===== src/rtl/en_pulse_gen_pkg.sv =====
// Shared types and constants for the en_pulse_gen strobe generator.
// Imported by the top; the optional statistics counter is sized from STATS_WIDTH.
package en_pulse_gen_pkg;

    typedef enum logic [1:0] {
        IDLE = 2'd0,
        RUN  = 2'd1,
        DONE = 2'd2
    } state_e;

    localparam int DIV_MIN     = 1;
    localparam int STATS_WIDTH = 32;

endpackage


===== src/rtl/en_prescaler.sv =====
// Free-running divider: counts 0..div-1 while enabled and emits a registered
// one-cycle wrap strobe in the cycle after the terminal count is sampled.
module en_prescaler #(
    parameter int DIV_WIDTH = 16
) (
    input  logic                 clk,
    input  logic                 rst_n,
    input  logic                 clear,
    input  logic                 enable,
    input  logic [DIV_WIDTH-1:0] div,
    output logic                 wrap
);

    logic [DIV_WIDTH-1:0] count_q, count_d;
    logic                 wrap_q, wrap_d;

    // div is never zero upstream, so div-1 cannot underflow
    always_comb begin
        count_d = count_q;
        wrap_d  = 1'b0;
        if (clear) begin
            count_d = '0;
        end else if (enable) begin
            if (count_q == div - DIV_WIDTH'(1)) begin
                count_d = '0;
                wrap_d  = 1'b1;
            end else begin
                count_d = count_q + DIV_WIDTH'(1);
            end
        end
    end

    always_ff @(posedge clk or negedge rst_n) begin
        if (!rst_n) begin
            count_q <= '0;
            wrap_q  <= 1'b0;
        end else begin
            count_q <= count_d;
            wrap_q  <= wrap_d;
        end
    end

    assign wrap = wrap_q;

endmodule


===== src/rtl/en_pulse_gen.sv =====
// Programmable enable-strobe generator feeding the decade counter's en input.
// Define EN_PULSE_GEN_STATS_EN to add the saturating tick_count strobe counter port.
module en_pulse_gen
    import en_pulse_gen_pkg::*;
#(
    parameter int DIV_WIDTH   = 16,
    parameter int BURST_WIDTH = 8,
    parameter int DEFAULT_DIV = 10
) (
    input  logic                   clk,
    input  logic                   rst_n,
    input  logic                   cfg_valid,
    output logic                   cfg_ready,
    input  logic [DIV_WIDTH-1:0]   cfg_div,
    input  logic [BURST_WIDTH-1:0] cfg_burst,
    input  logic                   start,
    input  logic                   stop,
    output logic                   en,
    output logic                   busy,
    output logic                   done
`ifdef EN_PULSE_GEN_STATS_EN
    ,
    output logic [STATS_WIDTH-1:0] tick_count
`endif
);

    state_e                 state_q, state_d;
    logic [DIV_WIDTH-1:0]   div_q, div_d;
    logic [BURST_WIDTH-1:0] burst_q, burst_d;
    logic [BURST_WIDTH-1:0] remaining_q, remaining_d;

    logic cfg_accept;
    logic launch;
    logic burst_mode;
    logic last_strobe;
    logic presc_enable;

    assign cfg_accept  = cfg_valid && (state_q == IDLE);
    assign launch      = (state_q == IDLE) && start && !stop;
    assign burst_mode  = (burst_q != '0);
    assign last_strobe = en && burst_mode && (remaining_q == BURST_WIDTH'(1));

    always_ff @(posedge clk or negedge rst_n) begin
        if (!rst_n) begin
            state_q     <= IDLE;
            div_q       <= DIV_WIDTH'(DEFAULT_DIV);
            burst_q     <= '0;
            remaining_q <= '0;
        end else begin
            state_q     <= state_d;
            div_q       <= div_d;
            burst_q     <= burst_d;
            remaining_q <= remaining_d;
        end
    end

    always_comb begin
        state_d = state_q;
        case (state_q)
            IDLE: if (launch) state_d = RUN;
            RUN: begin
                if (stop) begin
                    state_d = IDLE;
                end else if (last_strobe) begin
                    state_d = DONE;
                end
            end
            DONE:    state_d = IDLE;
            default: state_d = IDLE;
        endcase
    end

    // A launch on the same edge as a config accept must use the incoming burst length
    always_comb begin
        div_d       = div_q;
        burst_d     = burst_q;
        remaining_d = remaining_q;
        if (cfg_accept) begin
            div_d   = (cfg_div == '0) ? DIV_WIDTH'(DIV_MIN) : cfg_div;
            burst_d = cfg_burst;
        end
        if (launch) begin
            remaining_d = cfg_accept ? cfg_burst : burst_q;
        end else if ((state_q == RUN) && en && burst_mode) begin
            remaining_d = remaining_q - BURST_WIDTH'(1);
        end
    end

    always_comb begin
        busy      = (state_q == RUN);
        done      = (state_q == DONE);
        cfg_ready = (state_q == IDLE);
    end

    // Only count while staying in RUN, so stop or burst end suppresses a coincident wrap
    assign presc_enable = (state_q == RUN) && (state_d == RUN);

    en_prescaler #(
        .DIV_WIDTH(DIV_WIDTH)
    ) u_prescaler (
        .clk   (clk),
        .rst_n (rst_n),
        .clear (launch),
        .enable(presc_enable),
        .div   (div_q),
        .wrap  (en)
    );

`ifdef EN_PULSE_GEN_STATS_EN
    logic [STATS_WIDTH-1:0] tick_count_q, tick_count_d;

    always_comb begin
        tick_count_d = tick_count_q;
        if (en && (tick_count_q != '1)) begin
            tick_count_d = tick_count_q + STATS_WIDTH'(1);
        end
    end

    always_ff @(posedge clk or negedge rst_n) begin
        if (!rst_n) begin
            tick_count_q <= '0;
        end else begin
            tick_count_q <= tick_count_d;
        end
    end

    assign tick_count = tick_count_q;
`endif

endmodule


===== config.mk =====
export PLATFORM = sky130hd
export DESIGN_NAME = en_pulse_gen
export DESIGN_NICKNAME = d
export VERILOG_FILES = /design/src/rtl/en_pulse_gen_pkg.sv /design/src/rtl/en_prescaler.sv /design/src/rtl/en_pulse_gen.sv
export SDC_FILE = /design/constraint.sdc
export NUM_CORES = 1
export LEC_CHECK = 0
export BUFFER_PORTS_ARGS = -buffer_cell sky130_fd_sc_hd__buf_2
export CORE_AREA = 2 2 103 105
export CTS_BUF_LIST = sky130_fd_sc_hd__clkbuf_2
export DETAILED_ROUTE_END_ITERATION = 6
export DIE_AREA = 0 0 105 107
export PLACE_DENSITY = 0.6
export SYNTH_ARGS = -nofsm -noshare
export SYNTH_HDL_FRONTEND = slang
export SYNTH_HIERARCHICAL = 1
export SYNTH_SLANG_ARGS = --single-unit

===== constraint.sdc =====
create_clock -name clk -period 2.5 [get_ports clk]
set_clock_uncertainty 0.1 [all_clocks]
set_input_delay 0.25 -clock clk [delete_from_list [all_inputs] [get_ports clk]]
set_output_delay 0.25 -clock clk [all_outputs]
set_load 0.005 [all_outputs]

== Word-level counts from Yosys, hierarchy flattened ==
Cells that the tools add are included.

* Bits in registers: 51
* Latch bits: 0
* Bits in writable memories: 0
* Memory bits (read-only): 0
* Bits of input ports: 29
* Output and inout port bits: 4
* Logic and storage cells: 42
* Memories kept: 0

* Add/sub/neg operators: 3
* Multipliers: 0
* Divide/modulo/power cells: 0
* Magnitude comparators: 0
* Equal/unequal tests: 5
* Shift-type cells: 0
* Mux-type cells: 14
* Bitwise operators: 0
* Reduce and logical (&&, ||, !) cells: 14

{| class="wikitable"
|+ Operators with widths
! cell !! number
|-
| two-way mux 16 bit || 4
|-
| two-way mux 8 bit || 3
|-
| adder 16 x 1 -> 16 bit (second input constant) || 1
|-
| equality test 16 bit || 1
|-
| logical NOT 16 bit || 1
|-
| subtractor 16 x 1 -> 16 bit (second input constant) || 1
|-
| equality test 8 x 1 -> 1 bit (second input constant) || 1
|-
| logical AND 1 bit || 8
|-
| nonzero test 8 bit || 1
|-
| subtractor 8 x 1 -> 8 bit (second input constant) || 1
|-
| two-way mux 2 bit || 3
|-
| equality test 2 x 1 -> 1 bit (second input constant) || 2
|-
| case mux 2 bit (2 select lines) || 1
|-
| nonzero test 2 bit || 2
|-
| two-way mux 1 bit || 3
|-
| equality test 2 bit (second input constant) || 1
|-
| logical NOT 2 bit || 1
|-
| logical NOT 1 bit || 1
|}

== Logic depth before layout (Yosys ltp) ==
Gate-level depths: netlist of run 1.

* Depth after elaboration: 10
* Gate-level depth with buffers: 11
* Mapped depth without buffers: 9

== Modules after synthesis ==
Netlist of run 1, hierarchy kept.

{| class="wikitable"
|+ Modules (own cells, without submodules)
! module !! times used !! cells an instance !! area each (µm²) !! sequential area each (µm²)
|-
| en_prescaler || 1 || 223 || 1810.5 || 425.4
|-
| en_pulse_gen || 1 || 130 || 1661.6 || 853.3
|}

== Worst setup path before layout of run 1 ==
Ideal clock, no wire load.

* Path kind: register to register
* From: register div_q[1]
* To: register u_prescaler.count_q[14]
* Library setup time: 0.130 ns
* Arrival: 2.320 ns
* Required time: 2.270 ns
* Path slack: -0.050 ns
* Stages on the path, launching flop included: 10
* Path buffers: 1
* Clock period less this slack: 2.550 ns
* Cells stage by stage: dfstp_2 inv_1 ha_1 or4_1 a2111o_1 a22oi_1 nand4_1 buf_6 o21ai_2 o21ai_1

* Word-level cells in the longest chain between the ends: 5

{| class="wikitable"
|+ RTL lines
! what !! RTL line !! source
|-
| start, declared || en_pulse_gen.sv:28 || <nowiki>logic [DIV_WIDTH-1:0] div_q, div_d;</nowiki>
|-
| start signal, assigned || en_pulse_gen.sv:46 || <nowiki>div_q <= DIV_WIDTH'(DEFAULT_DIV);</nowiki>
|-
| start signal, assigned || en_pulse_gen.sv:51 || <nowiki>div_q <= div_d;</nowiki>
|-
| subtractor 16 x 1 -> 16 bit || en_prescaler.sv:24 || <nowiki>if (count_q == div - DIV_WIDTH'(1)) begin</nowiki>
|-
| equality test 16 bit || en_prescaler.sv:24 ||
|-
| two-way mux 16 bit || en_prescaler.sv:24 ||
|-
| two-way mux 16 bit || en_prescaler.sv:23 || <nowiki>end else if (enable) begin</nowiki>
|-
| two-way mux 16 bit || en_prescaler.sv:21 || <nowiki>if (clear) begin</nowiki>
|-
| end signal, assigned || en_prescaler.sv:38 || <nowiki>count_q <= count_d;</nowiki>
|-
| end, declared || en_prescaler.sv:14 || <nowiki>logic [DIV_WIDTH-1:0] count_q, count_d;</nowiki>
|}

Every way passes these cells. The select of a mux whose other input is x is not followed.
A chain may end at the register's enable or synchronous reset.

== Final worst setup path of run 1 ==
* From: register div_q[1]
* To: register u_prescaler.count_q[7]

The elaborated chain is that of the path after synthesis.

==> results.ini, run 1 <==
[pwr]
worst_ir_drop_vdd_uv = 232
power.leakage_uw = 0.00179
power_per_cell_area_mw_per_mm2 = 563

[global_routing]
largest_net_degree_at_the_start_of_global_routing = 52
grt_antenna_before_repair = 0
via_count_of_the_first_global_routing_pass = 3102
grt_overflow = 0
grt.total_usage = 0.157
grt_pass1_wl_um = 14500

[die]
initial_core_util = 0.344
die-width_um = 105
die_height_um = 107
core-area_sq_mm = 0.0101
pin_count = 33
core.rowCount = 37
dieArea_sq_mm = 0.0112

[critical_path]
end_kind = register
crit_path_category = register to register
path_buf_inv = 2
path_delay_family = compound AO/OA/AOI/OAI gates
cp_cell_sequence = inv_2 > ha_4 > or4_1 > a2111o_1 > a22oi_2 > nand4_1 > buf_6 > o21ai_2 > o21ai_1
slowest_stage = sky130_fd_sc_hd__dfstp_2
critical_path.max_fanout = 5
cp_slowest_stage_delay_ps = 620
timing.critical_path.from_type = register
required_time_at_the_worst_slack_endpoint_ps = 2760
cp.arrival_ps = 2850

[place]
place_worst_setup_slack_ps = -119
io_buffers = 32
place.gp.congestion = 0.830
dp_hpwl_um = 6010

[sta]
final_critical_path_setup_slack_ps = -91.0
finalWorstPathRequiredPeriod_ps = 2590
fmaxAchievable_ghz = 0.386
period_share = 1.04
relSlewSlack = 0.546
slew_viol_final = 0
timing_hold_violations_final = 0
measured_slew_at_the_worst_slew_check_pin_ps = 681
grt_setup_unrepaired = yes
setup_viol = 12
tns_ps = -816

[synth]
synth.ff_latch_count = 51
synth-warning-count = 6
synth.top_cell.area_share = 0.353
dominantRegCellSynth = sky130_fd_sc_hd__dfrtp_1
synth_area_leader = sky130_fd_sc_hd__dfrtp_1
netlist-cell-type-count = 74
postSynthCellCount = 353
post_synth_main_area_contributors = sky130_fd_sc_hd__dfrtp_1, sky130_fd_sc_hd__mux2_1, sky130_fd_sc_hd__xnor2_1
synth_nets = 386
synth-edff-count = 0
post_synthesis_instance_area_sq_mm = 0.00347
postSynthAreaPerCell_sq_um = 9.84
synth_async_sr_flop_share = 1.00
yosysSeqAreaShare = 0.368

[layout]
proportion_of_layout_cells_with_a_drive_suffix_above_1 = 0.292
synthToLayoutAreaGrowth_pct = 25.6
postLayoutCoreUtil = 0.432
n_antenna_cell = 0
mostFrequentLayoutCell = sky130_fd_sc_hd__dfrtp_1
total_number_of_nets_in_the_final_design = 467
commonest_non_fill_non_tap_cells_in_the_layout = sky130_fd_sc_hd__dfrtp_1, sky130_fd_sc_hd__buf_2, sky130_fd_sc_hd__nor2_1

[detailed_routing]
detail_route.drc_violations = 0
detailroute.via_count = 3006
drt-wirelength-per-cell_um = 15.0
viasPerCell = 5.26
wl_um = 8590
starting_drt_drc_count = 138
detail_route.first_pass.iterations = 4
antenna_violating_nets_post_route = 0

[cts]
cts_inserted_buffers = 5
cts-root-to-sink-buffers = 2
clk_pin_slew_worst_paths_ps = 270
cts.repair_timing.setup_buffer_count = 0
ctsHtreeMaxLevel = 2
root_buffer = sky130_fd_sc_hd__clkbuf_2
worstSkewPairLatency_ps = 430
cts_sinks = 51
tritoncts = done

[flow_run]
max_cap_viol_count = 0

[outcome]
run_status = complete, but fails checks
failing_checks = negative setup slack

[worst_hold_path]
holdCritPathClass = input pin to register

-- tightest hold or removal path: cells and delay by family --
family	cells	cell delay [ps]
and+or+nand+nor	2	170
AOI/OAI and AO/OA	1	50
buffers and inverters	1	100
muxes	1	70
-- metrics by stage --
| stage | instance area [sq um] | power [uW] | instances | hold WS (ps) |
|---|---|---|---|---|
| floorplan | 3480 | 1660 | 353 | -146 |
| global placement | 3950 | 1900 | 537 | 321 |
| detailed placement | 3950 | 1930 | 537 | 335 |
| CTS | 4330 | 2440 | 571 | 104 |
| global route | 4360 | 2620 | 571 | 113 |
| finish | 4360 | 2460 | 571 | 111 |
-- cell type report --
cell class	instances	area, sq um
fill	1029	5730
multi-input combinational	275	2130
sequential	51	1280
timing repair buffer	90	681
tap	136	170
inverter	11	41.3
clock inverter	3	38.8
clock buffer	5	25.0
-- state kept, by name (all words and copies together) (netlist names) --
register / count
div_q: 16
u_prescaler/count_q: 16
burst_q: 8
remaining_q: 8
state_q: 2
u_prescaler/wrap: 1
-- logic make-up after synthesis --
| group | Yosys count | synth area share |
|---|---|---|
| flip-flops | 51 | 0.368 |
| AND/OR/NAND/NOR | 151 | 0.275 |
| multiplexers | 29 | 0.0944 |
| buffers and inverters | 27 | 0.0472 |
| XOR/XNOR | 20 | 0.0544 |
| AO/OA/AOI/OAI | 71 | 0.146 |
| adder cells (fa/ha/maj) | 4 | 0.0144 |
-- synthesized netlist by cell type (all sizes together) (3+ instances only) --
| master | n |
|---|---|
| a311oi | 3 |
| nand2 | 14 |
| clkbuf | 6 |
| or4 | 3 |
| nor2b | 7 |
| inv | 11 |
| nand4 | 3 |
| mux2i | 5 |
| nor2 | 30 |
| a21oi | 11 |
| or3 | 3 |
| nand4b | 4 |
| dfrtp | 49 |
| a31oi | 5 |
| xor2 | 6 |
| a22oi | 3 |
| buf | 9 |
| xnor2 | 13 |
| nor3b | 6 |
| mux2 | 24 |
| nor4 | 13 |
| nand3b | 4 |
| o21ai | 27 |
| nor3 | 11 |
| a211oi | 5 |
| nand3 | 10 |
| nand2b | 17 |
| and3 | 12 |
| nor4b | 4 |
| ha | 4 |
-- layer usage --
layer	routed length, um	vias up	part of all wire	GRT usage
met3	264	16	0.031	0.0255
met1	3960	1457	0.46	0.202
met2	4190	64	0.49	0.268
met4	176	0	0.020	0.0552
met5	0	-	0	0
li1	-	1469	-	-
-- what timing repair did --
item                                    CTS  global route
resized for setup                        11             9
endpoints found under the setup margin   17            17
hold buffers                             26             0
gates cloned                              0             0
pin swaps                                 9             6
endpoints found under the hold margin    74             0
-- worst paths after layout --
kind	startpoint	endpoint	slack, ps	depth (start not counted)
max in group asynchronous	rst_n	u_prescaler/count_q[10]$_DFFE_PN0P_	1530	3
worst max register to register	div_q[1]$_DFFE_PN1P_	u_prescaler/count_q[7]$_DFFE_PN0P_	-90	9
worst min-delay path	cfg_valid	remaining_q[4]$_DFFE_PN0P_	110	5
worst max-delay path	div_q[1]$_DFFE_PN1P_	u_prescaler/count_q[7]$_DFFE_PN0P_	-90	9
worst min register to register	remaining_q[6]$_DFFE_PN0P_	remaining_q[6]$_DFFE_PN0P_	450	1
min in group asynchronous	rst_n	u_prescaler/count_q[12]$_DFFE_PN0P_	330	3
-- power by group --
group	switching [uW]	internal (uW)	leakage, uW
sequential	192	960	0.000615
clock	280	164	0.0000404
combinational	416	443	0.00114
total	889	1570	0.00179
No activity file was read; power rests on OpenSTA's default activity.
==> inputs of run 2 (changes only) <==
Settings changed: CORE_AREA 2 2 103 105 to 5 5 106 108, DIE_AREA 0 0 105 107 to 0 0 111 113, TNS_END_PERCENT from default to 1.
==> results.ini, run 2 (synthesized netlist as in run 1, its figures left out) <==
[detailed_routing]
wl_um = 8350  ; was 8590 um
detailroute.via_count = 2942  ; was 3006
wl_met2_um = 4080  ; was 4190 um
top_layer_used = met4  ; unchanged
antenna_violating_nets_post_route = 0  ; unchanged
detail_route.drc_violations = 0  ; unchanged
starting_drt_drc_count = 163  ; was 138
viasPerCell = 5.17  ; was 5.26
drt-wirelength-per-cell_um = 14.7  ; was 15.0 um
wirelength_met1_um = 3970  ; was 3960 um
detailroute.wirelength.met3_um = 218  ; was 264 um
detail_route.first_pass.iterations = 4  ; unchanged

[pwr]
worst_ir_drop_vdd_uv = 247  ; was 232 uV
power.combinational.fraction = 0.320  ; was 0.350
power.leakage_uw = 0.00178  ; was 0.00179 uW
net-switching-power_uw = 857  ; was 889 uW
power_per_cell_area_mw_per_mm2 = 582  ; was 563 mW/mm^2
power_uw = 2510  ; was 2460 uW
power.share.switching = 0.341  ; was 0.362
clock_power_share = 0.221  ; was 0.181
intPower_uw = 1650  ; was 1570 uW
power_frac_seq = 0.459  ; was 0.469

[cts]
worstSkewPairLatency_ps = 450  ; was 430 ps
tritoncts = done  ; unchanged
cts_inserted_buffers = 5  ; unchanged
clk_pin_slew_worst_paths_ps = 270  ; about the same
cts-root-to-sink-buffers = 2  ; unchanged
cts_sinks = 51  ; unchanged
root_buffer = sky130_fd_sc_hd__clkbuf_2  ; unchanged
ctsHtreeMaxLevel = 2  ; unchanged

[layout]
layout.cell_area.non_filler_sq_mm = 0.00432  ; was 0.00436 sq mm
fillCellCount = 983  ; was 1029
commonest_non_fill_non_tap_cells_in_the_layout = sky130_fd_sc_hd__dfrtp_1, sky130_fd_sc_hd__buf_2, sky130_fd_sc_hd__nor2_1  ; unchanged
top_registers = div_q x16, u_prescaler/count_q x16  ; unchanged
proportion_of_layout_cells_with_a_drive_suffix_above_1 = 0.273  ; was 0.292
synthToLayoutAreaGrowth_pct = 24.4  ; was 25.6%
n_antenna_cell = 0  ; unchanged
mostFrequentLayoutCell = sky130_fd_sc_hd__dfrtp_1  ; unchanged
total_number_of_nets_in_the_final_design = 465  ; was 467

[sta]
period_share = 1.04  ; about the same
setup_viol = 17  ; was 12
timing_hold_violations_final = 0  ; unchanged
fmaxAchievable_ghz = 0.384  ; was 0.386 GHz
relSlewSlack = 0.541  ; was 0.546
measured_slew_at_the_worst_slew_check_pin_ps = 688  ; was 681 ps
hold_slack_ps = 103  ; was 111 ps
grt_setup_unrepaired = yes  ; unchanged
slew_viol_final = 0  ; unchanged
finalWorstPathRequiredPeriod_ps = 2610  ; was 2590 ps
final_critical_path_setup_slack_ps = -107  ; was -91.0 ps

[critical_path]
crit_path_category = register to register  ; unchanged
cp.arrival_ps = 2850  ; about the same
worstReg2RegStart = div_q[1]$_DFFE_PN1P_  ; unchanged
critical_path.startpoint = div_q[1]$_DFFE_PN1P_  ; unchanged
timing.critical_path.from_type = register  ; unchanged
critical_path.max_fanout = 5  ; unchanged
setup.reg_to_reg.worst_slack_ps = -110  ; was -90 ps
end_kind = register  ; unchanged
required_time_at_the_worst_slack_endpoint_ps = 2750  ; was 2760 ps

[die]
die_height_um = 113  ; was 107 um
die-width_um = 111  ; was 105 um
initial_core_util = 0.342  ; was 0.344
pin_count = 33  ; unchanged
core.rowCount = 37  ; unchanged
dieArea_sq_mm = 0.0125  ; was 0.0112 sq mm
core-area_sq_mm = 0.0101  ; about the same

[outcome]
run_status = complete, but fails checks  ; unchanged
failing_checks = negative setup slack  ; unchanged

[place]
dp_hpwl_um = 6010  ; about the same
place.gp.congestion = 0.854  ; was 0.830
io_buffers = 32  ; unchanged
placement.cell_area_sq_mm = 0.00393  ; was 0.00395 sq mm

[global_routing]
via_count_of_the_first_global_routing_pass = 2934  ; was 3102
largest_net_degree_at_the_start_of_global_routing = 52  ; unchanged
grt_antenna_before_repair = 0  ; unchanged
grt_pass1_wl_um = 14100  ; was 14500 um
grt_overflow = 0  ; unchanged
grt.total_usage = 0.132  ; was 0.157

[worst_hold_path]
timing.hold.worst.start = start  ; was cfg_valid
holdCritPathClass = input pin to register  ; unchanged

[flow_run]
max_cap_viol_count = 0  ; unchanged

==> run 2: cell count changes in the layout (fill, tap and decap cells not counted), moves of 2 or more <==
cell | previous run | this run
sky130_fd_sc_hd__a21oi_1 | 8 | 10
sky130_fd_sc_hd__o21ai_2 | 12 | 10
sky130_fd_sc_hd__buf_4 | 29 | 27
sky130_fd_sc_hd__a21oi_2 | 3 | 1
sky130_fd_sc_hd__o21ai_0 | 2 | 4
==> run 2: per-layer routing <==
metal / global-route usage / up-vias
met5: 0 / -
met4: 0.0271 / 0
met3: 0.0230 / 11
met2: 0.226 / 44
met1: 0.177 / 1425
li1: - / 1462
==> run 2: critical path, stage by stage (launching register included) <==
cell	delay (ps)
sky130_fd_sc_hd__dfstp_2	630
sky130_fd_sc_hd__inv_2	50
sky130_fd_sc_hd__ha_4	160
sky130_fd_sc_hd__or4_4	490
sky130_fd_sc_hd__a2111o_1	420
sky130_fd_sc_hd__a22oi_2	160
sky130_fd_sc_hd__nand4_1	180
sky130_fd_sc_hd__buf_6	190
sky130_fd_sc_hd__o21ai_1	70
sky130_fd_sc_hd__a21oi_1	80
==> run 2: per-stage QoR <==
stage	setup TNS [ps]	instances	utilization	worst slack [ps]
2_1_floorplan	-92.2	353	-	-9.26
3_3_place_gp	-542	534	0.388	-89.3
3_5_place_dp	-1090	534	0.388	-119
4_1_cts	-1280	568	0.424	-117
5_1_grt	-2940	569	0.426	-217
6_report	-885	569	0.426	-107
==> run 2: timing repair <==
item,in CTS,in global routing
pin swaps,3,2
hold buffers,26,0
gates resized for setup,5,2
endpoints found under the hold margin,74,0
setup buffers,0,1
endpoints found under the setup margin,17,17
==> run 2: power by group through the flow <==
| stage | combinational (uW) | clock (uW) | sequential [uW] |
|---|---|---|---|
| floorplan | 547 | 0 | 1120 |
| global placement | 737 | 0 | 1160 |
| detailed placement | 751 | 0 | 1170 |
| CTS | 795 | 572 | 1150 |
| global route | 883 | 595 | 1170 |
| finish | 803 | 556 | 1150 |
==> run 2: final timing paths <==
kind / end / cells after the start
min in group asynchronous: u_prescaler/count_q[1]$_DFFE_PN0P_ / 3
hold / removal: remaining_q[2]$_DFFE_PN0P_ / 3
setup reg to reg: u_prescaler/count_q[15]$_DFFE_PN0P_ / 9
hold reg to reg: remaining_q[6]$_DFFE_PN0P_ / 1
max in group asynchronous: div_q[7]$_DFFE_PN0P_ / 3
setup / recovery: u_prescaler/count_q[15]$_DFFE_PN0P_ / 9
==> run 2: cell type report <==
cell class,count,area [sq um],share of cell area
tap,136,170,0.0394
multi-input combinational,275,2070,0.479
sequential,51,1280,0.296
clock buffer,5,25.0,0.00580
timing repair buffer,88,666,0.154
inverter,11,41.3,0.00956
clock inverter,3,67.6,0.0156
==> inputs of run 3 (changes only) <==
Settings changed: TNS_END_PERCENT 1 to default.
==> results.ini, run 3 (synthesized netlist as in run 1, its figures left out) <==
[die]
core-area_sq_mm = 0.0101  ; unchanged
dieArea_sq_mm = 0.0125  ; unchanged
initial_core_util = 0.342  ; unchanged
die-width_um = 111  ; unchanged
die_height_um = 113  ; unchanged
pin_count = 33  ; unchanged
core.rowCount = 37  ; unchanged

[detailed_routing]
viasPerCell = 5.19  ; was 5.17
detail_route.first_pass.iterations = 4  ; unchanged
detailroute.via_count = 2960  ; was 2942
detail_route.drc_violations = 0  ; unchanged
antenna_violating_nets_post_route = 0  ; unchanged
drt-wirelength-per-cell_um = 14.7  ; about the same
starting_drt_drc_count = 195  ; was 163
wl_um = 8380  ; was 8350 um

[critical_path]
path_buf_inv = 2  ; unchanged
cp_cell_sequence = inv_2 > ha_4 > or4_4 > a2111o_1 > buf_4 > a21oi_4 > nand4_4 > nand4b_1 > a31oi_1  ; was inv_2 > ha_4 > or4_4 > a2111o_1 > a22oi_2 > nand4_1 > buf_6 > o21ai_1 > a21oi_1
cp_slowest_stage_delay_ps = 630  ; about the same
slowest_stage = sky130_fd_sc_hd__dfstp_2  ; unchanged
critical_path.max_fanout = 7  ; was 5
crit_path_category = register to register  ; unchanged
end_kind = register  ; unchanged
required_time_at_the_worst_slack_endpoint_ps = 2760  ; was 2750 ps
path_delay_family = simple AND/OR/NAND/NOR gates  ; was compound AO/OA/AOI/OAI gates
cp.arrival_ps = 2890  ; was 2850 ps
timing.critical_path.from_type = register  ; unchanged

[sta]
timing_hold_violations_final = 0  ; unchanged
finalWorstPathRequiredPeriod_ps = 2630  ; was 2610 ps
relSlewSlack = 0.545  ; was 0.541
fmaxAchievable_ghz = 0.380  ; was 0.384 GHz
period_share = 1.05  ; was 1.04
setup_viol = 17  ; unchanged
tns_ps = -937  ; was -885 ps
grt_setup_unrepaired = yes  ; unchanged
measured_slew_at_the_worst_slew_check_pin_ps = 682  ; was 688 ps
slew_viol_final = 0  ; unchanged
hold_slack_ps = 98.8  ; was 103 ps
final_critical_path_setup_slack_ps = -131  ; was -107 ps

[place]
dp_hpwl_um = 6010  ; unchanged
io_buffers = 32  ; unchanged
place_worst_setup_slack_ps = -119  ; unchanged
place.gp.congestion = 0.854  ; unchanged

[cts]
root_buffer = sky130_fd_sc_hd__clkbuf_2  ; unchanged
cts-root-to-sink-buffers = 2  ; unchanged
ctsHtreeMaxLevel = 2  ; unchanged
worstSkewPairLatency_ps = 450  ; about the same
tritoncts = done  ; unchanged
clk_pin_slew_worst_paths_ps = 270  ; about the same
cts_sinks = 51  ; unchanged
cts_inserted_buffers = 5  ; unchanged

[outcome]
run_status = complete, but fails checks  ; unchanged
failing_checks = negative setup slack  ; unchanged

[pwr]
power.combinational.fraction = 0.327  ; was 0.320
power_frac_seq = 0.454  ; was 0.459
power_uw = 2540  ; was 2510 uW
power.share.switching = 0.345  ; was 0.341
power.leakage_uw = 0.00179  ; was 0.00178 uW
worst_ir_drop_vdd_uv = 247  ; about the same
power_per_cell_area_mw_per_mm2 = 580  ; was 582 mW/mm^2
net-switching-power_uw = 878  ; was 857 uW
clock_power_share = 0.219  ; was 0.221
intPower_uw = 1660  ; was 1650 uW

[layout]
postLayoutCoreUtil = 0.432  ; was 0.426
fillCellCount = 976  ; was 983
commonest_non_fill_non_tap_cells_in_the_layout = sky130_fd_sc_hd__dfrtp_1, sky130_fd_sc_hd__buf_2, sky130_fd_sc_hd__nor2_1  ; unchanged
n_antenna_cell = 0  ; unchanged
combined_area_of_the_multi_input_logic_cells_sq_mm = 0.00212  ; was 0.00207 sq mm
proportion_of_layout_cells_with_a_drive_suffix_above_1 = 0.297  ; was 0.273
synthToLayoutAreaGrowth_pct = 26.2  ; was 24.4%
total_number_of_nets_in_the_final_design = 466  ; was 465
mostFrequentLayoutCell = sky130_fd_sc_hd__dfrtp_1  ; unchanged
top_registers = div_q x16, u_prescaler/count_q x16  ; unchanged
layout.area.seq_sq_mm = 0.00128  ; about the same

[global_routing]
grt_antenna_before_repair = 0  ; unchanged
largest_net_degree_at_the_start_of_global_routing = 52  ; unchanged
grt_overflow = 0  ; unchanged
grt_pass1_wl_um = 14100  ; unchanged
grt.total_usage = 0.132  ; unchanged
via_count_of_the_first_global_routing_pass = 2937  ; was 2934

[flow_run]
max_cap_viol_count = 0  ; unchanged

[worst_hold_path]
holdCritPathClass = input pin to register  ; unchanged

## run 3: cell count changes in the layout (fill, tap and decap cells not counted), sizes merged
| cell | change |
|---|---|
| buf | +1 |
## run 3: cell type report
class | count | area share
Inverter | 11 | 0.00943
Clock inverter | 3 | 0.0154
Sequential cell | 51 | 0.292
Multi-Input combinational cell | 275 | 0.485
Tap cell | 136 | 0.0388
Clock buffer | 5 | 0.00571
Timing Repair Buffer | 89 | 0.154
## run 3: power groups by stage
stage          Clock (uW)  Combinational [uW]  Sequential (uW)
3_5_place_dp            0                 751             1170
2_1_floorplan           0                 547             1120
6_report              557                 830             1150
5_1_grt               595                 913             1180
3_3_place_gp            0                 737             1160
4_1_cts               572                 795             1150
## run 3: worst paths after layout
kind	endpoint	slack (ps)	cells past startpoint	start
min in group asynchronous	u_prescaler/count_q[1]$_DFFE_PN0P_	300	3	rst_n
max in group asynchronous	div_q[0]$_DFFE_PN0P_	1500	3	rst_n
max reg2reg	u_prescaler/count_q[8]$_DFFE_PN0P_	-130	9	div_q[1]$_DFFE_PN1P_
max	u_prescaler/count_q[8]$_DFFE_PN0P_	-130	9	div_q[1]$_DFFE_PN1P_
min	remaining_q[2]$_DFFE_PN0P_	100	3	start
min reg2reg	remaining_q[6]$_DFFE_PN0P_	450	1	remaining_q[6]$_DFFE_PN0P_
## run 3: through the flow
step / std cells / cell area (sq um)
6_report: 570 / 4380
5_1_grt: 570 / 4380
4_1_cts: 568 / 4300
3_5_place_dp: 534 / 3930
3_3_place_gp: 534 / 3930
2_1_floorplan: 353 / 3480
## run 3: worst register-to-register path: stages (launching register included)
cell and delay, ps:
sky130_fd_sc_hd__dfstp_2 630, sky130_fd_sc_hd__inv_2 50, sky130_fd_sc_hd__ha_4 160, sky130_fd_sc_hd__or4_4 490
sky130_fd_sc_hd__a2111o_1 420, sky130_fd_sc_hd__buf_4 160, sky130_fd_sc_hd__a21oi_4 150, sky130_fd_sc_hd__nand4_4 150
sky130_fd_sc_hd__nand4b_1 140, sky130_fd_sc_hd__a31oi_1 90
## run 3: metal layers
metal / global-route usage / part of all wire / vias to the layer above
met5: 0 / 0 / -
li1: - / - / 1465
met3: 0.0230 / 0.034 / 10
met4: 0.0271 / 0.0091 / 0
met1: 0.177 / 0.46 / 1439
met2: 0.226 / 0.49 / 46
## run 3: repair_timing
item | in CTS | in global routing
cloned | 0 | 0
hold buffers | 26 | 0
pin swaps | 3 | 5
setup buffers | 0 | 2
resized for setup | 5 | 17
setup endpoints to repair | 17 | 17
hold endpoints to repair | 74 | 0
